===== src/rtl/sum_serial_pkg.sv =====
// Shared types and constants for the bit-serial add/subtract controller.
package sum_serial_pkg;

    localparam int DEF_WIDTH = 8;

    typedef enum logic [1:0] {
        IDLE  = 2'd0,
        SHIFT = 2'd1,
        DONE  = 2'd2
    } state_t;

endpackage


===== src/rtl/sum_serial_ctrl_if.sv =====
// Request/result bundle between the front-end (master) and the serial controller (slave).
interface sum_serial_ctrl_if import sum_serial_pkg::*; #(
    parameter int WIDTH = DEF_WIDTH
);
    logic             start;
    logic             sub;
    logic [WIDTH-1:0] A;
    logic [WIDTH-1:0] B;
    logic             busy;
    logic             done;
    logic [WIDTH-1:0] S;
    logic             Cout;
    logic             overflow;

    modport master (
        output start, sub, A, B,
        input  busy, done, S, Cout, overflow
    );

    modport slave (
        input  start, sub, A, B,
        output busy, done, S, Cout, overflow
    );
endinterface


===== src/rtl/sum1bcc_primitive.sv =====
// Single-bit full adder cell shared across all bit positions.
module sum1bcc_primitive (
    input  logic A,
    input  logic B,
    input  logic Ci,
    output logic S,
    output logic Cout
);
    assign S    = A ^ B ^ Ci;
    assign Cout = (A & B) | (Ci & (A ^ B));
endmodule


===== src/rtl/sum_serial_ctrl.sv =====
// Bit-serial add/subtract: one full-adder cell walks the operands LSB first,
// carry is held in a register between cycles, result is shifted in from the top.
module sum_serial_ctrl import sum_serial_pkg::*; #(
    parameter int WIDTH = DEF_WIDTH
) (
    input logic               clk,
    input logic               rst,
    sum_serial_ctrl_if.slave  bus
);
    localparam int                CNT_W    = $clog2(WIDTH);
    localparam logic [CNT_W-1:0]  CNT_LAST = CNT_W'(WIDTH - 1);
    localparam logic [CNT_W-1:0]  CNT_PEN  = CNT_W'(WIDTH - 2);

    state_t            state, state_next;
    logic [WIDTH-1:0]  a_sh, b_sh, s_reg;
    logic [CNT_W-1:0]  cnt;
    logic              carry, carry_msb_in;
    logic              sum_bit, carry_next;
    logic              busy, done;

    sum1bcc_primitive u_cell (
        .A    (a_sh[0]),
        .B    (b_sh[0]),
        .Ci   (carry),
        .S    (sum_bit),
        .Cout (carry_next)
    );

    // State register; reset wins over any transition.
    always_ff @(posedge clk) begin
        if (rst) state <= IDLE;
        else     state <= state_next;
    end

    // Next-state and status outputs.
    always_comb begin
        state_next = state;
        busy       = 1'b0;
        done       = 1'b0;
        case (state)
            IDLE:  if (bus.start) state_next = SHIFT;
            SHIFT: begin
                busy = 1'b1;
                if (cnt == CNT_LAST) state_next = DONE;
            end
            DONE: begin
                busy       = 1'b1;
                done       = 1'b1;
                state_next = IDLE;
            end
            default: state_next = IDLE;
        endcase
    end

    // Operand shifters, carry, bit counter and result register.
    always_ff @(posedge clk) begin
        if (rst) begin
            a_sh         <= '0;
            b_sh         <= '0;
            s_reg        <= '0;
            cnt          <= '0;
            carry        <= 1'b0;
            carry_msb_in <= 1'b0;
        end else begin
            case (state)
                IDLE: if (bus.start) begin
                    // Subtraction is A + ~B + 1: invert B and seed the carry with 1.
                    a_sh  <= bus.A;
                    b_sh  <= bus.sub ? ~bus.B : bus.B;
                    carry <= bus.sub;
                    cnt   <= '0;
                    s_reg <= '0;
                end
                SHIFT: begin
                    s_reg <= {sum_bit, s_reg[WIDTH-1:1]};
                    a_sh  <= a_sh >> 1;
                    b_sh  <= b_sh >> 1;
                    carry <= carry_next;
                    // Hold at the last count so the counter never wraps.
                    if (cnt != CNT_LAST) cnt <= cnt + 1'b1;
                    // Carry out of bit WIDTH-2 is the carry into the MSB.
                    if (cnt == CNT_PEN) carry_msb_in <= carry_next;
                end
                default: ;
            endcase
        end
    end

    assign bus.busy     = busy;
    assign bus.done     = done;
    assign bus.S        = s_reg;
    assign bus.Cout     = carry;
    assign bus.overflow = carry_msb_in ^ carry;

endmodule


===== src/flat_wrapper.sv =====
// flat-port wrapper written by rule: the top's interface ports become plain ports
module sum_serial_ctrl_flat import sum_serial_pkg::*;
#(
    parameter int WIDTH = DEF_WIDTH
)
  (clk, rst, bus_start, bus_sub, bus_A, bus_B, bus_busy, bus_done, bus_S, bus_Cout, bus_overflow);
  sum_serial_ctrl_if #(.WIDTH(WIDTH)) bus_i ();
  input logic clk;
  input logic rst;
  input wire logic [$bits(bus_i.start)-1:0] bus_start;
  input wire logic [$bits(bus_i.sub)-1:0] bus_sub;
  input wire logic [$bits(bus_i.A)-1:0] bus_A;
  input wire logic [$bits(bus_i.B)-1:0] bus_B;
  output wire logic [$bits(bus_i.busy)-1:0] bus_busy;
  output wire logic [$bits(bus_i.done)-1:0] bus_done;
  output wire logic [$bits(bus_i.S)-1:0] bus_S;
  output wire logic [$bits(bus_i.Cout)-1:0] bus_Cout;
  output wire logic [$bits(bus_i.overflow)-1:0] bus_overflow;
  assign bus_i.start = bus_start;
  assign bus_i.sub = bus_sub;
  assign bus_i.A = bus_A;
  assign bus_i.B = bus_B;
  assign bus_busy = bus_i.busy;
  assign bus_done = bus_i.done;
  assign bus_S = bus_i.S;
  assign bus_Cout = bus_i.Cout;
  assign bus_overflow = bus_i.overflow;
  sum_serial_ctrl #(.WIDTH(WIDTH)) u_core (.clk(clk), .rst(rst), .bus(bus_i));
endmodule

===== config.mk =====
export PLATFORM = sky130hd
export DESIGN_NAME = sum_serial_ctrl_flat
export DESIGN_NICKNAME = d
export VERILOG_FILES = /design/src/rtl/sum_serial_pkg.sv /design/src/rtl/sum_serial_ctrl_if.sv /design/src/rtl/sum1bcc_primitive.sv /design/src/rtl/sum_serial_ctrl.sv /design/src/flat_wrapper.sv
export SDC_FILE = /design/constraint.sdc
export NUM_CORES = 1
export LEC_CHECK = 0
export ABC_AREA = 1
export CORE_ASPECT_RATIO = 1.75
export CORE_MARGIN = 4
export CORE_UTILIZATION = 51
export CTS_CLUSTER_SIZE = 8
export DETAILED_ROUTE_END_ITERATION = 12
export HOLD_SLACK_MARGIN = 0.1
export PLACE_DENSITY = 0.78
export SLEW_MARGIN = 20
export SYNTH_ARGS = -nofsm -noshare
export SYNTH_HDL_FRONTEND = slang
export SYNTH_SLANG_ARGS = --single-unit

===== constraint.sdc =====
create_clock -name clk -period 1.55 [get_ports clk]
set_input_delay 0.2325 -clock clk [delete_from_list [all_inputs] [get_ports clk]]
set_output_delay 0.2325 -clock clk [all_outputs]
set_load 0.02 [all_outputs]

-- Word-level counts from Yosys, hierarchy flattened
Index checks and enable logic that the tools add are counted.
- bits in registers: 31
- input port bits: 20
- output and inout bits: 12
- word-level logic and storage cells: 47
- add/subtract/negate cells: 1
- eq/ne operators: 8
- multiplexer cells: 17
- bitwise gates (word level): 7
- reductions and logical operators: 7
- operators by type and width (kind ; number):
    8-bit one-hot mux with 2 select lines ; 3
    8-bit 2-to-1 mux ; 4
    8-bit inverter ; 1
    3-bit equality test (second input constant) ; 2
    3-bit 2-to-1 mux ; 2
    3-bit one-hot mux with 2 select lines ; 1
    2-bit AND reduction ; 3
    2-bit 2-to-1 mux ; 2
    2-bit by 1-bit inequality test with 1-bit output (second input constant) ; 2
    2-bit one-hot mux with 2 select lines ; 1
    3-bit by 1-bit adder with 3-bit output (second input constant) ; 1
    1-bit 2-to-1 mux ; 3
    3-bit inequality test (second input constant) ; 1
    3-bit AND reduction ; 1
    1-bit bitwise XOR ; 3
    1-bit AND ; 2
    2-bit by 1-bit equality test with 1-bit output (second input constant) ; 1
    2-bit equality test (second input constant) ; 1
    2-bit zero test ; 1
    2-bit inequality test (second input constant) ; 1
    1-bit one-hot mux with 2 select lines ; 1
    2-bit nonzero test ; 1
    2-bit OR reduction ; 1
    1-bit OR ; 1

-- Depth between registers and ports, before layout
- depth after elaboration: 4
- gate-level depth with buffers: 9
- depth with buffers taken out: 8

-- Cells and area by module
Synthesis repeated with hierarchy kept, for this count alone.
- cell total of the unflattened synthesis: 258
- area total of the unflattened synthesis: 1669.1 um^2
- modules (own cells, without submodules) (module ; times used ; cells an instance ; area each (um^2) ; sequential area each (um^2)):
    sum_serial_ctrl ; 1 ; 257 ; 1649.1 ; 620.6
    sum1bcc_primitive ; 1 ; 1 ; 20.0 ; 0.0

-- Worst setup path before layout
OpenSTA, ideal clock, no wires.
- kind: reg2reg
- start: register u_core.carry (netlist: u_core.bus.Cout)
- end: register u_core.carry_msb_in
- setup time: 0.070 ns
- arrival time: 1.370 ns
- required time: 1.480 ns
- setup slack: 0.110 ns
- stages on the path, launching flop included: 5
- buffers on the path: 0
- period minus slack after synthesis: 1.440 ns
- cell sequence: dfxtp_1 inv_1 fa_1 or2_2 a21oi_1
- cells in the longest elaborated chain, start to end: 2
- RTL lines (what ; RTL line ; RTL):
    from (decl) ; sum_serial_ctrl.sv:17 ; logic carry, carry_msb_in;
    from (signal assigned) ; sum_serial_ctrl.sv:70 ; carry <= bus.sub;
    from (signal assigned) ; sum_serial_ctrl.sv:78 ; carry <= carry_next;
    1-bit AND ; sum1bcc_primitive.sv:10 ; assign Cout = (A & B) | (Ci & (A ^ B));
    1-bit OR ; sum1bcc_primitive.sv:10 ;
    to (signal assigned) ; sum_serial_ctrl.sv:82 ; if (cnt == CNT_PEN) carry_msb_in <= carry_next;
    to (decl) ; sum_serial_ctrl.sv:17 ;
Every way passes these cells.
A chain may end at the register's enable or synchronous reset.

-- Final worst setup path
- start: register u_core.s_reg[6] (netlist: u_core.bus.S[6])
- end: output bus_S[6]
- RTL lines (what ; RTL line ; RTL):
    from (decl) ; sum_serial_ctrl.sv:15 ; logic [WIDTH-1:0] a_sh, b_sh, s_reg;
    from (signal assigned) ; sum_serial_ctrl.sv:75 ; s_reg <= {sum_bit, s_reg[WIDTH-1:1]};
    to (decl) ; flat_wrapper.sv:16 ; output wire logic [$bits(bus_i.S)-1:0] bus_S;
No word-level cell between the ends.

==> results.yml <==
run_status:
  status: "finished clean"
clocking:
  cts_setup_buffers: 0
  clkSinkCount: 31
  cts_buffers: 5
  cts.htree.levels: 2
  cts_tree: "done"
  cts-root-buf: "clkbuf_8"
  path_clk_slew_ps: 70
  clk_path_buf_depth: 2
  hold_buffers: 0
  clk-insertion-delay-late_ps: 280
logic_synthesis:
  syn-num-nets: 264
  yosysTopAreaCell: "dfxtp_1"
  netlist.area_leader.share_pct: 36.7
  yosys.cell_types.count: 22
  ys_seq_area_share_pct: 36.7
  ys_ff_latch: 31
  syn_area_sq_um: 1690
  netlist_instances: 235
  synthTopCellsByArea: "dfxtp_1 37%, nand2_1 13%, a21oi_1 7.4%, nor2_1 7.3%, ha_1 5.9%"
  yosys_warnings: 0
  syn_avg_cell_area_sq_um: 7.19
final_layout:
  nFillCells: 295
  mostFrequentLayoutCells: "59 x nand2_1, 33 x nor2_1, 31 x dfxtp_1"
  antenna_cells: 0
  multi_input_area_sq_um: 905
  final_nets: 301
  seqCellArea_sq_um: 621
  layout_commonest_cell: "nand2_1"
  area_growth_pct: 25.5
  final_cells: 316
  fin_util_pct: 66.8
  drive_gt1_share_pct: 13.6
pwr:
  total_power_w: 0.00348
  leakage_nw: 0.939
  p_per_area_nw_per_um2: 1640
  irDropWorstVdd_mv: 1.34
sta:
  max_slew_margin_pct: 69.0
  post-route-period-util_pct: 98.1
  setup_viol: 0
  finalCriticalPeriod_ps: 1520
  finalHoldViolCount: 0
  worstMarginPinSlew_ps: 464
  tns_ps: 0
  finalMaxSlewViolations: 0
  clock_skew_ps: 4.54
  fmax_mhz: 658
worst_hold_path:
  min-delay-start: "u_core.b_sh[7]"
  hold_path.class: "flop to flop"
global_route:
  grt_max_degree: 34
  grt_pass1_wl_mm: 6.16
  grt_pass1_vias: 1509
  grt_usage_pct: 18.5
  antenna_found_initial: 0
  overflow: 0
critical_path:
  slowest_delay_ps: 630
  worst_setup_path_start_kind: "flop"
  crit_fanout: 3
  critPathKind: "flop to output port"
  critPathBufInv: 1
  cp.arrival_ps: 1290
  end_kind: "output port"
  r2r-start: "u_core.state[1]"
  critPathTopFamily: "buffers and inverters"
  crit_chain: "clkdlybuf4s50_1"
  slowest_stage: "clkdlybuf4s50_1"
  setup.worst_path.start: "u_core.bus.S[6]"
  required_ps: 1320
die:
  io_pins: 32
  rows: 27
  die_area_sq_um: 4340
  die_y_um: 84.2
  start_util_pct: 53.2
  core_area_sq_um: 3180
  die_w_um: 51.5
placed_design:
  place_congestion: 0.766
  io_buffers: 31
  dp.cells: 307
  hpwl_mm: 2.65
route:
  drtIter0Drc: 45
  met3_length_um: 179
  top_layer: "met4"
  wl_mm: 3.89
  dr.pass1.iters: 4
  vias: 1585
  drc: 0
  routed_via_density: 5.02
  wl_per_cell_um: 12.3
  met2_length_mm: 2.17
  ant_nets: 0
  wl_met1_mm: 1.46
flow_run:
  max_cap_viol_count: 0
## cell families (layout without fill, tap and decap cells)
logic type | after synthesis | in the layout | share of synthesized area, %
AND/OR/NAND/NOR | 120 | 121 | 30.5
AO/OA/AOI/OAI | 46 | 46 | 14.1
flip-flops | 31 | 31 | 36.7
buffers and inverters | 28 | 65 | 11.1
adder cells (fa/ha/maj) | 9 | 9 | 7.11
XOR/XNOR | 1 | 1 | 0.518
## power by group
part	internal (W)	switching, W	total [W]
Combinational	0.000628	0.00107	0.00169
Sequential	0.00104	0.000141	0.00118
Clock	0.000315	0.000291	0.000606
## cell usage after synthesis, drive strengths merged
| cell | number |
|---|---|
| a21oi | 27 |
| buf | 12 |
| dfxtp | 31 |
| fa | 1 |
| ha | 8 |
| inv | 16 |
| nand2 | 64 |
| nand3 | 14 |
| nor2 | 33 |
| o21ai | 19 |
| or2 | 9 |
| xor2 | 1 |
## registers in the layout (all words and copies together), names as in the netlist
signal	count
u_core.b_sh	8
u_core.carry_msb_in	1
u_core.a_sh	8
u_core.bus.S	8
u_core.cnt	3
u_core.state	2
u_core.bus.Cout	1
## what timing repair did
item	in CTS	in global routing
cloned	0	1
pin swaps	0	1
setup endpoints to repair	4	26
gates resized for setup	4	8
## stage by stage
| step | worst slack, ps | cell area, sq um | hold WS (ps) |
|---|---|---|---|
| 2_1_floorplan | 110 | 1690 | 302 |
| 3_3_place_gp | 46.9 | 2020 | 455 |
| 3_5_place_dp | 17.6 | 2020 | 464 |
| 4_1_cts | 3.32 | 2100 | 474 |
| 5_1_grt | -4.98 | 2120 | 491 |
| 6_report | 29.5 | 2120 | 476 |
## path summary, 6_finish.rpt
kind / slack, ps / end / cells after the start
max: 30 / bus_S[6] / 1
min: 480 / u_core.b_sh[7] / 2
max reg2reg: 110 / u_core.a_sh[5] / 7
min reg2reg: 480 / u_core.b_sh[7] / 2
## layer usage
layer | track usage [%] | vias to the layer above
li1 | - | 820
met1 | 17.7 | 718
met2 | 35.2 | 39
met3 | 4.97 | 8
met4 | 7.64 | 0
met5 | 0 | -
## area by class of cell
cell class / count / share of cell area (%)
multi-input combinational: 177 / 42.7
sequential: 31 / 29.3
timing repair buffer: 41 / 18.3
clock buffer: 7 / 3.60
inverter: 16 / 3.42
tap: 43 / 2.54
clock inverter: 1 / 0.236
(Power assumes the default switching activity.)
